===== src/rtl/sw_logic_debounced.sv =====
// Switch front end: synchronise, debounce, optional toggle latch,
// registered gate LEDs plus press pulse and press counter.
module sw_logic_debounced #(
    parameter int NUM_SW     = 2,
    parameter int DEB_CYCLES = 4,
    parameter int CNT_W      = 8
) (
    input  logic              clk,
    input  logic              rst_n,
    input  logic [NUM_SW-1:0] sw,
    input  logic              mode,
    output logic [NUM_SW-1:0] sw_db,
    output logic              led_and,
    output logic              led_or,
    output logic              led_xor,
    output logic              led_nand,
    output logic              led_nor,
    output logic              press_pulse,
    output logic [CNT_W-1:0]  press_cnt
);

    localparam int DW = (DEB_CYCLES < 2) ? 1 : $clog2(DEB_CYCLES + 1);
    localparam logic [DW-1:0] DEB_LAST = DW'(DEB_CYCLES - 1);

    logic [NUM_SW-1:0] r_s1;
    logic [NUM_SW-1:0] r_s2;
    logic [DW-1:0]     r_cnt [NUM_SW];
    logic [NUM_SW-1:0] r_sw_db;
    logic [NUM_SW-1:0] r_sw_db_d;
    logic [NUM_SW-1:0] r_tog;
    logic              r_and;
    logic              r_or;
    logic              r_xor;
    logic              r_nand;
    logic              r_nor;
    logic              r_pulse;
    logic [CNT_W-1:0]  r_press_cnt;

    logic [NUM_SW-1:0] w_rise;
    logic [NUM_SW-1:0] w_eff;
    logic [CNT_W-1:0]  w_pop;

    // Two-flop synchroniser for the asynchronous switch pins
    always_ff @(posedge clk) begin
        if (!rst_n) begin
            r_s1 <= '0;
            r_s2 <= '0;
        end else begin
            r_s1 <= sw;
            r_s2 <= r_s1;
        end
    end

    // Per-bit debounce: accept a new level only after it stays stable
    always_ff @(posedge clk) begin
        if (!rst_n) begin
            r_sw_db <= '0;
            for (int i = 0; i < NUM_SW; i++) begin
                r_cnt[i] <= '0;
            end
        end else begin
            for (int i = 0; i < NUM_SW; i++) begin
                if (r_s2[i] == r_sw_db[i]) begin
                    r_cnt[i] <= '0;
                end else if (r_cnt[i] == DEB_LAST) begin
                    r_sw_db[i] <= r_s2[i];
                    r_cnt[i]   <= '0;
                end else begin
                    r_cnt[i] <= r_cnt[i] + DW'(1);
                end
            end
        end
    end

    // Rising edges of the debounced levels
    always_comb begin
        w_rise = r_sw_db & ~r_sw_db_d;
        w_eff  = mode ? r_tog : r_sw_db;
    end

    // Number of bits rising this cycle, for the press counter
    always_comb begin
        w_pop = '0;
        for (int i = 0; i < NUM_SW; i++) begin
            w_pop = w_pop + CNT_W'(w_rise[i]);
        end
    end

    // Edge-detect history and toggle latches, kept in both modes
    always_ff @(posedge clk) begin
        if (!rst_n) begin
            r_sw_db_d <= '0;
            r_tog     <= '0;
        end else begin
            r_sw_db_d <= r_sw_db;
            r_tog     <= r_tog ^ w_rise;
        end
    end

    // Registered gate LEDs; inverted gates also forced low in reset
    always_ff @(posedge clk) begin
        if (!rst_n) begin
            r_and  <= 1'b0;
            r_or   <= 1'b0;
            r_xor  <= 1'b0;
            r_nand <= 1'b0;
            r_nor  <= 1'b0;
        end else begin
            r_and  <= &w_eff;
            r_or   <= |w_eff;
            r_xor  <= ^w_eff;
            r_nand <= ~&w_eff;
            r_nor  <= ~|w_eff;
        end
    end

    // Single pulse per event cycle and wrapping press count
    always_ff @(posedge clk) begin
        if (!rst_n) begin
            r_pulse     <= 1'b0;
            r_press_cnt <= '0;
        end else begin
            r_pulse     <= |w_rise;
            r_press_cnt <= r_press_cnt + w_pop;
        end
    end

    assign sw_db       = r_sw_db;
    assign led_and     = r_and;
    assign led_or      = r_or;
    assign led_xor     = r_xor;
    assign led_nand    = r_nand;
    assign led_nor     = r_nor;
    assign press_pulse = r_pulse;
    assign press_cnt   = r_press_cnt;

endmodule


===== config.mk =====
export PLATFORM = sky130hd
export DESIGN_NAME = sw_logic_debounced
export DESIGN_NICKNAME = d
export VERILOG_FILES = /design/src/rtl/sw_logic_debounced.sv
export SDC_FILE = /design/constraint.sdc
export NUM_CORES = 1
export LEC_CHECK = 0
export BUFFER_PORTS_ARGS = -buffer_cell sky130_fd_sc_hd__buf_2
export CAP_MARGIN = 20
export CORE_MARGIN = 10
export CORE_UTILIZATION = 53
export DETAILED_ROUTE_END_ITERATION = 10
export GPL_TIMING_DRIVEN = 1
export PLACE_DENSITY_LB_ADDON = 0.05
export SYNTH_ARGS = -nofsm -noshare
export SYNTH_HDL_FRONTEND = slang
export SYNTH_SLANG_ARGS = --single-unit

===== constraint.sdc =====
create_clock -name clk -period 1.9 [get_ports clk]
set_input_delay 0.19 -clock clk [delete_from_list [all_inputs] [get_ports clk]]
set_output_delay 0.19 -clock clk [all_outputs]
set_load 0.05 [all_outputs]

* Yosys cells after proc, flatten, opt, wreduce, memory -nomap -nowiden *
Memories as Yosys holds them, arrays and structs flattened.
Cells that the tools add are included.

storage, ports and cells
  bits in registers = 24
  bits in writable memories = 6
  input port bits = 5
  output and inout port bits = 16
  memories kept = 1

memory list
  name   depth  width  rd ports  clocked after Yosys merged registers in  write ports  line  source
  r_cnt  2      3      2         0                                        2            27    logic [DW-1:0] r_cnt [NUM_SW];

cells by class
  add/sub/neg operators = 4
  equality and inequality tests = 4
  mux-type cells = 30
  bitwise operators = 11
  reductions and logical operators = 8

operators with widths
  cell                 count
  $mux 1               23
  $mux 3               6
  $add 8x2->8          1
  $add 3x1->3 const B  2
  $eq 3x2->1 const B   2
  $or 1x1->1           6
  $reduce_and 2->1     3
  $reduce_or 2->1      2
  $add 1x1->2          1
  $and 2x2->2          1
  $eq 1x1->1           2
  $logic_not 1->1      2
  $mux 2               1
  $not 1->1            2
  $not 2->2            1
  $reduce_xor 2->1     1
  $xor 2x2->2          1

* Logic depth before layout (Yosys ltp) *
Gate-level depths: netlist of the first run.
An unclocked memory read counts as a cell.

  word-level depth = 8
  gate-level depth with buffers = 6
  gate-level depth less buffers = 6

* Worst setup path after synthesis of the first run *
Ideal clock, no wire load.

  path kind = register to register
  start = reg r_sw_db[0] (netlist: sw_db[0])
  end = reg r_press_cnt[4] (netlist: press_cnt[4])
  arrival time = 1792 ps
  path slack = -7 ps
  cell stages (with the launch flop) = 7
  buffers on the path = 0
  cell sequence = dfxtp_1 -> and2b_1 -> fa_1 -> ha_1 -> nand3_1 -> xnor2_1 -> and2_1

between the ends
  cells in the longest elaborated chain, start to end = 3

RTL lines
  element                          line  source
  start, declared                  28    logic [NUM_SW-1:0] r_sw_db;
  start signal, assigned by index  66    r_sw_db[i] <= r_s2[i];
  $and 2x2->2                      77    w_rise = r_sw_db & ~r_sw_db_d;
  $add 1x1->2                      85    w_pop = w_pop + CNT_W'(w_rise[i]);
  $add 8x2->8                      124   r_press_cnt <= r_press_cnt + w_pop;
  end signal, assigned             124
  end, declared                    37    logic [CNT_W-1:0] r_press_cnt;

Every way passes these cells.
A chain may end at the register's enable or synchronous reset.

* Worst setup path in the final report of the first run *
Same ends and word-level chain as after synthesis.

==> results of run 1 <==
[synthesized netlist by cell type (all sizes together)]
cell	count	area (µm²)
nand3	5	25.0
and2b	2	15.0
nand4	1	6.26
buf	1	5.00
fa	1	20.0
and2	16	100
xor2	5	43.8
ha	7	87.6
and3	1	7.51
nand3b	2	15.0
o21a	1	7.51
a21boi	1	7.51
edfxtp	6	180
xnor2	2	17.5
o21ai	1	5.00
nand2b	2	12.5
or3	1	6.26
mux2i	6	60.1
conb	1	3.75
nor2	6	22.5
dfxtp	24	480
nor2b	4	25.0
nand2	2	7.51
clkbuf	2	7.51
inv	6	22.5
[worst reg2reg max path: stages (launching register included)]
cell and delay (ns):
dfxtp_2 0.36, and2b_1 0.21, fa_1 0.47, ha_1 0.25, nand3_1 0.10, xnor2_1 0.06
and2_1 0.15
[per-layer routing]
metal,routed length (µm),share of wire,GRT usage,vias up
met5,0,0,0,-
met4,44,0.024,0.0692,0
met3,143,0.078,0.0463,7
met2,876,0.48,0.152,17
met1,777,0.42,0.0960,352
li1,-,-,-,395
[logic make-up after synthesis]
family          Yosys count  synth area share
simple gates             42             0.204
other cells               1           0.00315
compound gates            3            0.0168
flops                    30             0.555
fa+ha+maj                 8            0.0903
buf+inv                   9            0.0294
mux                       6            0.0504
xor+xnor                  7            0.0515
[sequential cells by signal, summed over array words and instances (netlist names), 2 cells and up]
name       count
sw_db          2
r_tog          2
r_s1           2
r_cnt          6
r_sw_db_d      2
r_s2           2
press_cnt      8
[placed cells by master, fill, tap and decap left out]
master and n:
dfxtp_1 23, nor2_1 6, fa_1 1, o21ai_0 1, o21a_1 1, clkbuf_8 1
or3_1 1, nand3b_1 2, nand2_1 2, dfxtp_2 1, nand4_1 1, ha_1 7
inv_1 6, xor2_1 5, and2_1 16, nand3_1 5, clkinv_2 1, xnor2_1 2
a21boi_1 1, and2b_1 2, conb_1 6, buf_2 20, clkbuf_4 5, and3_2 1
clkbuf_1 1, mux2i_1 6, nor2b_1 4, nand2b_1 2, edfxtp_1 6
[path summary, 6_finish.rpt]
check | from | to | slack [ns] | depth (start not counted)
worst max register to register | sw_db[0] | press_cnt[4] | 0.21 | 6
worst min-delay path | sw[1] | r_s1[1] | 0.07 | 2
worst min register to register | r_s1[1] | r_s2[1] | 0.44 | 1
worst max-delay path | sw_db[0] | press_cnt[4] | 0.21 | 6
[final cells by class]
cell class / count / area [µm²] / share of cell area
Sequential cell: 30 / 662 / 0.475
Multi-Input combinational cell: 72 / 514 / 0.369
Timing Repair Buffer: 20 / 100 / 0.0718
Clock buffer: 7 / 55.1 / 0.0395
Tap cell: 28 / 35.0 / 0.0251
Inverter: 6 / 22.5 / 0.0162
Clock inverter: 1 / 5.00 / 0.00359
[per-stage QoR]
step / hold slack, ns / setup slack (ns) / power, mW / area [µm²] / instances
after CTS: 0.0548 / 0.193 / 1.12 / 1390 / 164
after detailed placement: 0.402 / 0.203 / 0.737 / 1330 / 156
after floorplan: 0.317 / 0.00787 / 0.724 / 1210 / 111
final: 0.0687 / 0.212 / 1.11 / 1390 / 164
after global routing: 0.0647 / 0.0945 / 1.17 / 1390 / 164
after global placement: 0.394 / 0.268 / 0.735 / 1330 / 156
[power breakdown]
group / switching (mW) / total (mW) / leakage, nW / internal, mW
clock network: 0.209 / 0.388 / 0.0353 / 0.179
logic: 0.0344 / 0.0532 / 0.420 / 0.0188
registers: 0.00530 / 0.668 / 0.257 / 0.662
total: 0.249 / 1.11 / 0.712 / 0.860
==> impl_metrics.env, run 1 <==
export IMPL_outcome="finished, final reports clean"
export IMPL_grt_usage=0.0953
export IMPL_dieHeight_um=67.4
export IMPL_wire_per_inst_um=11.2
export IMPL_drc=0
export IMPL_first_global_vias=736
export IMPL_clock_sinks=30
export IMPL_finalCritPeriodShare=0.888
export IMPL_path_cells="and2b_1, fa_1, ha_1, nand3_1, xnor2_1, and2_1"
export IMPL_dp_hpwl_um=1360
export IMPL_nFillCells=204
export IMPL_io_pins=21
export IMPL_hold_viol=0
export IMPL_finalSetupTns_ns=0
export IMPL_cp_max_fo=6
export IMPL_utilization=0.642
export IMPL_cts_hold_buf=0
export IMPL_portBuffers=20
export IMPL_cts_resized=0
export IMPL_grt_pass1_wl_um=3190
export IMPL_core_um2=2170
export IMPL_period_minus_slack_ns=1.69
export IMPL_worst_setup_path_end_kind="flip-flop"
export IMPL_via_per_inst=4.70
export IMPL_rows=17
export IMPL_globalRouteOverflowTotal=0
export IMPL_start_kind="flip-flop"
export IMPL_antenna_found_initial=0
export IMPL_clock_path_buffers=2
export IMPL_syn_to_final_growth_pct=17.0
export IMPL_path_clk_slew_ns=0.09
export IMPL_rsz0062_at_grt="false"
export IMPL_cp_arrival_ns=1.91
export IMPL_syn_inst=106
export IMPL_num_vias=771
export IMPL_cts_tree="built"
export IMPL_drt_iter0_markers=12
export IMPL_antenna_cells=0
export IMPL_drtPass1Iterations=2
export IMPL_die_area_um2=4540
export IMPL_p_leak_nw=0.712
export IMPL_max_freq_mhz=593
export IMPL_cpPeakStageDelay_ns=0.47
export IMPL_ys_warn_count=0
export IMPL_synth_avg_cell_area_um2=11.2
export IMPL_maxCapViolations=0
export IMPL_grt_max_degree=29
export IMPL_slew_violations=0
export IMPL_yosysSeqAreaShare=0.555
export IMPL_start_util=0.549
export IMPL_syn_cell_area_um2=1190
export IMPL_critPathSlowestCell="fa_1"
export IMPL_htree_levels=2
export IMPL_p_per_area_nw_per_um2=796
export IMPL_finalSetupViolCount=0
export IMPL_gp_congestion=0.757
export IMPL_clkLatencyLatePin_ns=0.32
export IMPL_ant_nets=0
export IMPL_numCtsBuffers=5
export IMPL_drive_gt1_frac=0.213
export IMPL_path_buf_inv=0
export IMPL_cts_root_buf="clkbuf_4"
export IMPL_ir_drop_v=0.000544
export IMPL_synth_seq_cells=30
export IMPL_nNetsFinal=148
export IMPL_worst_setup_path_type="reg2reg"
export IMPL_ys_types=25
export IMPL_final_setup_skew_ns=0.00338
export IMPL_crit_family="adder cells"
export IMPL_routed_wl_um=1840
export IMPL_die_w_um=67.4
export IMPL_min_path_type="in2reg"
export IMPL_cp_required_ns=2.13
export IMPL_cts_setup_buffers=0
(Power assumes the default switching activity.)
==> inputs of run 2 (changes only) <==
--- a/config.mk
+++ b/config.mk
@@ -12,6 +12,7 @@
 export DETAILED_ROUTE_END_ITERATION = 10
 export GPL_TIMING_DRIVEN = 1
 export PLACE_DENSITY_LB_ADDON = 0.05
+export REMOVE_ABC_BUFFERS = 1
 export SYNTH_ARGS = -nofsm -noshare
 export SYNTH_HDL_FRONTEND = slang
 export SYNTH_SLANG_ARGS = --single-unit
==> run 2 against run 1 <==
Largest power group unchanged. Critical path depth did not move. Clock-buffer cell count fell by 1. Global-route usage rose by 0.70 points. Sequential power barely moved. Cell count did not move. Flip-flop and latch count did not move. Die area did not move. Non-clock buffer count did not move. Highest routed layer unchanged.
==> impl_metrics.env, run 2 (same netlist as run 1, synthesis figures left out) <==
export IMPL_portBuffers=20
export IMPL_worst_setup_path_end_kind="flip-flop"
export IMPL_grt_pass1_wl_um=3410
export IMPL_p_sw_uw=240
export IMPL_hold_depth=2
export IMPL_pwr_share_comb=0.051
export IMPL_io_pins=21
export IMPL_nNetsFinal=148
export IMPL_gp_congestion=0.765
export IMPL_r2r_end="press_cnt[4]"
export IMPL_outcome="finished, final reports clean"
export IMPL_hold_end="r_s1[1]"
export IMPL_finalCritPeriodShare=0.907
export IMPL_path_clk_slew_ns=0.09
export IMPL_cpPeakStageDelay_ns=0.47
export IMPL_cts_root_buf="clkbuf_4"
export IMPL_min_path_type="in2reg"
export IMPL_die_area_um2=4540
export IMPL_maxCapViolations=0
export IMPL_worst_slack_ns=0.177
export IMPL_syn_to_final_growth_pct=16.1
export IMPL_cts_setup_buffers=0
export IMPL_dieHeight_um=67.4
export IMPL_finalSetupViolCount=0
export IMPL_die_w_um=67.4
export IMPL_drt_iter0_markers=19
export IMPL_start_util=0.549
export IMPL_p_int_uw=820
export IMPL_drive_gt1_frac=0.199
export IMPL_clkLatencyLatePin_ns=0.31
export IMPL_ir_drop_v=0.000589
export IMPL_hp_start="sw[1]"
export IMPL_reg2reg_from="sw_db[0]"
export IMPL_path_buf_inv=0
export IMPL_start_kind="flip-flop"
export IMPL_nFillCells=197
export IMPL_rows=17
export IMPL_htree_levels=2
export IMPL_drtPass1Iterations=2
export IMPL_antenna_cells=0
export IMPL_period_minus_slack_ns=1.72
export IMPL_via_per_inst=4.58
export IMPL_largest_reg_flops=8
export IMPL_p_leak_nw=0.706
export IMPL_grt_usage=0.102
export IMPL_path_cells="and2b_1, fa_1, ha_1, nand3_1, xnor2_1, and2_1"
export IMPL_crit_family="adder cells"
export IMPL_reg2reg_depth=6
export IMPL_globalRouteOverflowTotal=0
export IMPL_clock_sinks=30
export IMPL_core_um2=2170
export IMPL_cp_required_ns=2.11
export IMPL_swShare=0.226
export IMPL_cts_resized=0
export IMPL_reg2reg_slack_ns=0.18
export IMPL_max_freq_mhz=580
export IMPL_p_per_area_nw_per_um2=767
export IMPL_slew_violations=0
export IMPL_first_global_vias=811
export IMPL_placed_area_um2=1330
export IMPL_final_cell_mix="dfxtp_1, buf_2, and2_1"
export IMPL_final_setup_skew_ns=0.00796
export IMPL_cp_arrival_ns=1.94
export IMPL_hold_viol=0
export IMPL_num_vias=751
export IMPL_cts_tree="built"
export IMPL_cp_max_fo=6
export IMPL_dp_hpwl_um=1380
export IMPL_cts_hold_buf=0
export IMPL_routed_wl_um=1870
export IMPL_clock_path_buffers=2
export IMPL_seqPwrFrac=0.630
export IMPL_wire_per_inst_um=11.4
export IMPL_rsz0062_at_grt="false"
export IMPL_worst_setup_path_type="reg2reg"
export IMPL_post_place_ws_ns=0.175
export IMPL_grt_max_degree=29
export IMPL_clockPowerShare=0.319
export IMPL_layout_commonest_cell="dfxtp_1"
export IMPL_antenna_found_initial=0
export IMPL_critPathSlowestCell="fa_1"
export IMPL_drc=0
export IMPL_numCtsBuffers=5
export IMPL_postLayoutCellArea_um2=1380
export IMPL_ant_nets=0
## run 2: per-stage QoR
step	TNS, ns	hold WS [ns]	total power, mW	utilization	std cells
after floorplan	-0.00688	0.308	0.718	-	108
after global placement	0	0.397	0.736	0.614	156
after detailed placement	0	0.403	0.738	0.614	156
after CTS	0	0.0603	1.08	0.637	164
after global routing	0	0.0576	1.12	0.637	164
final	0	0.0773	1.06	0.637	164
## run 2: power groups by stage
stage	Sequential, mW	Clock [mW]	Combinational (mW)
2_1_floorplan	0.696	0	0.0220
3_3_place_gp	0.682	0	0.0532
3_5_place_dp	0.683	0	0.0544
4_1_cts	0.668	0.362	0.0547
5_1_grt	0.670	0.389	0.0627
6_report	0.668	0.338	0.0537
## run 2: final cells by class
type	count	area [µm²]	area share
inverter	6	22.5	0.0163
tap	28	35.0	0.0253
multi-input combinational	72	514	0.372
clock inverter	2	8.76	0.00633
sequential	30	661	0.478
timing repair buffer	20	100	0.0724
clock buffer	6	41.3	0.0299
## run 2: worst max-delay path by stage
stage | cells after the start | slack [ns] | to | startpoint
after floorplan | 6 | -0.007 | press_cnt[4] | sw_db[0]
after global placement | 6 | 0.24 | press_cnt[4] | sw_db[0]
after detailed placement | 6 | 0.18 | press_cnt[4] | sw_db[0]
after CTS | 6 | 0.18 | press_cnt[4] | sw_db[0]
after global routing | 6 | 0.06 | press_cnt[4] | sw_db[0]
final | 6 | 0.18 | press_cnt[4] | sw_db[0]
## run 2: layer usage
layer	track usage	vias to the layer above	wire length, µm
met4	0.0615	0	27
met5	0	-	0
li1	-	395	-
met3	0.0595	2	182
met1	0.105	335	818
met2	0.160	19	846
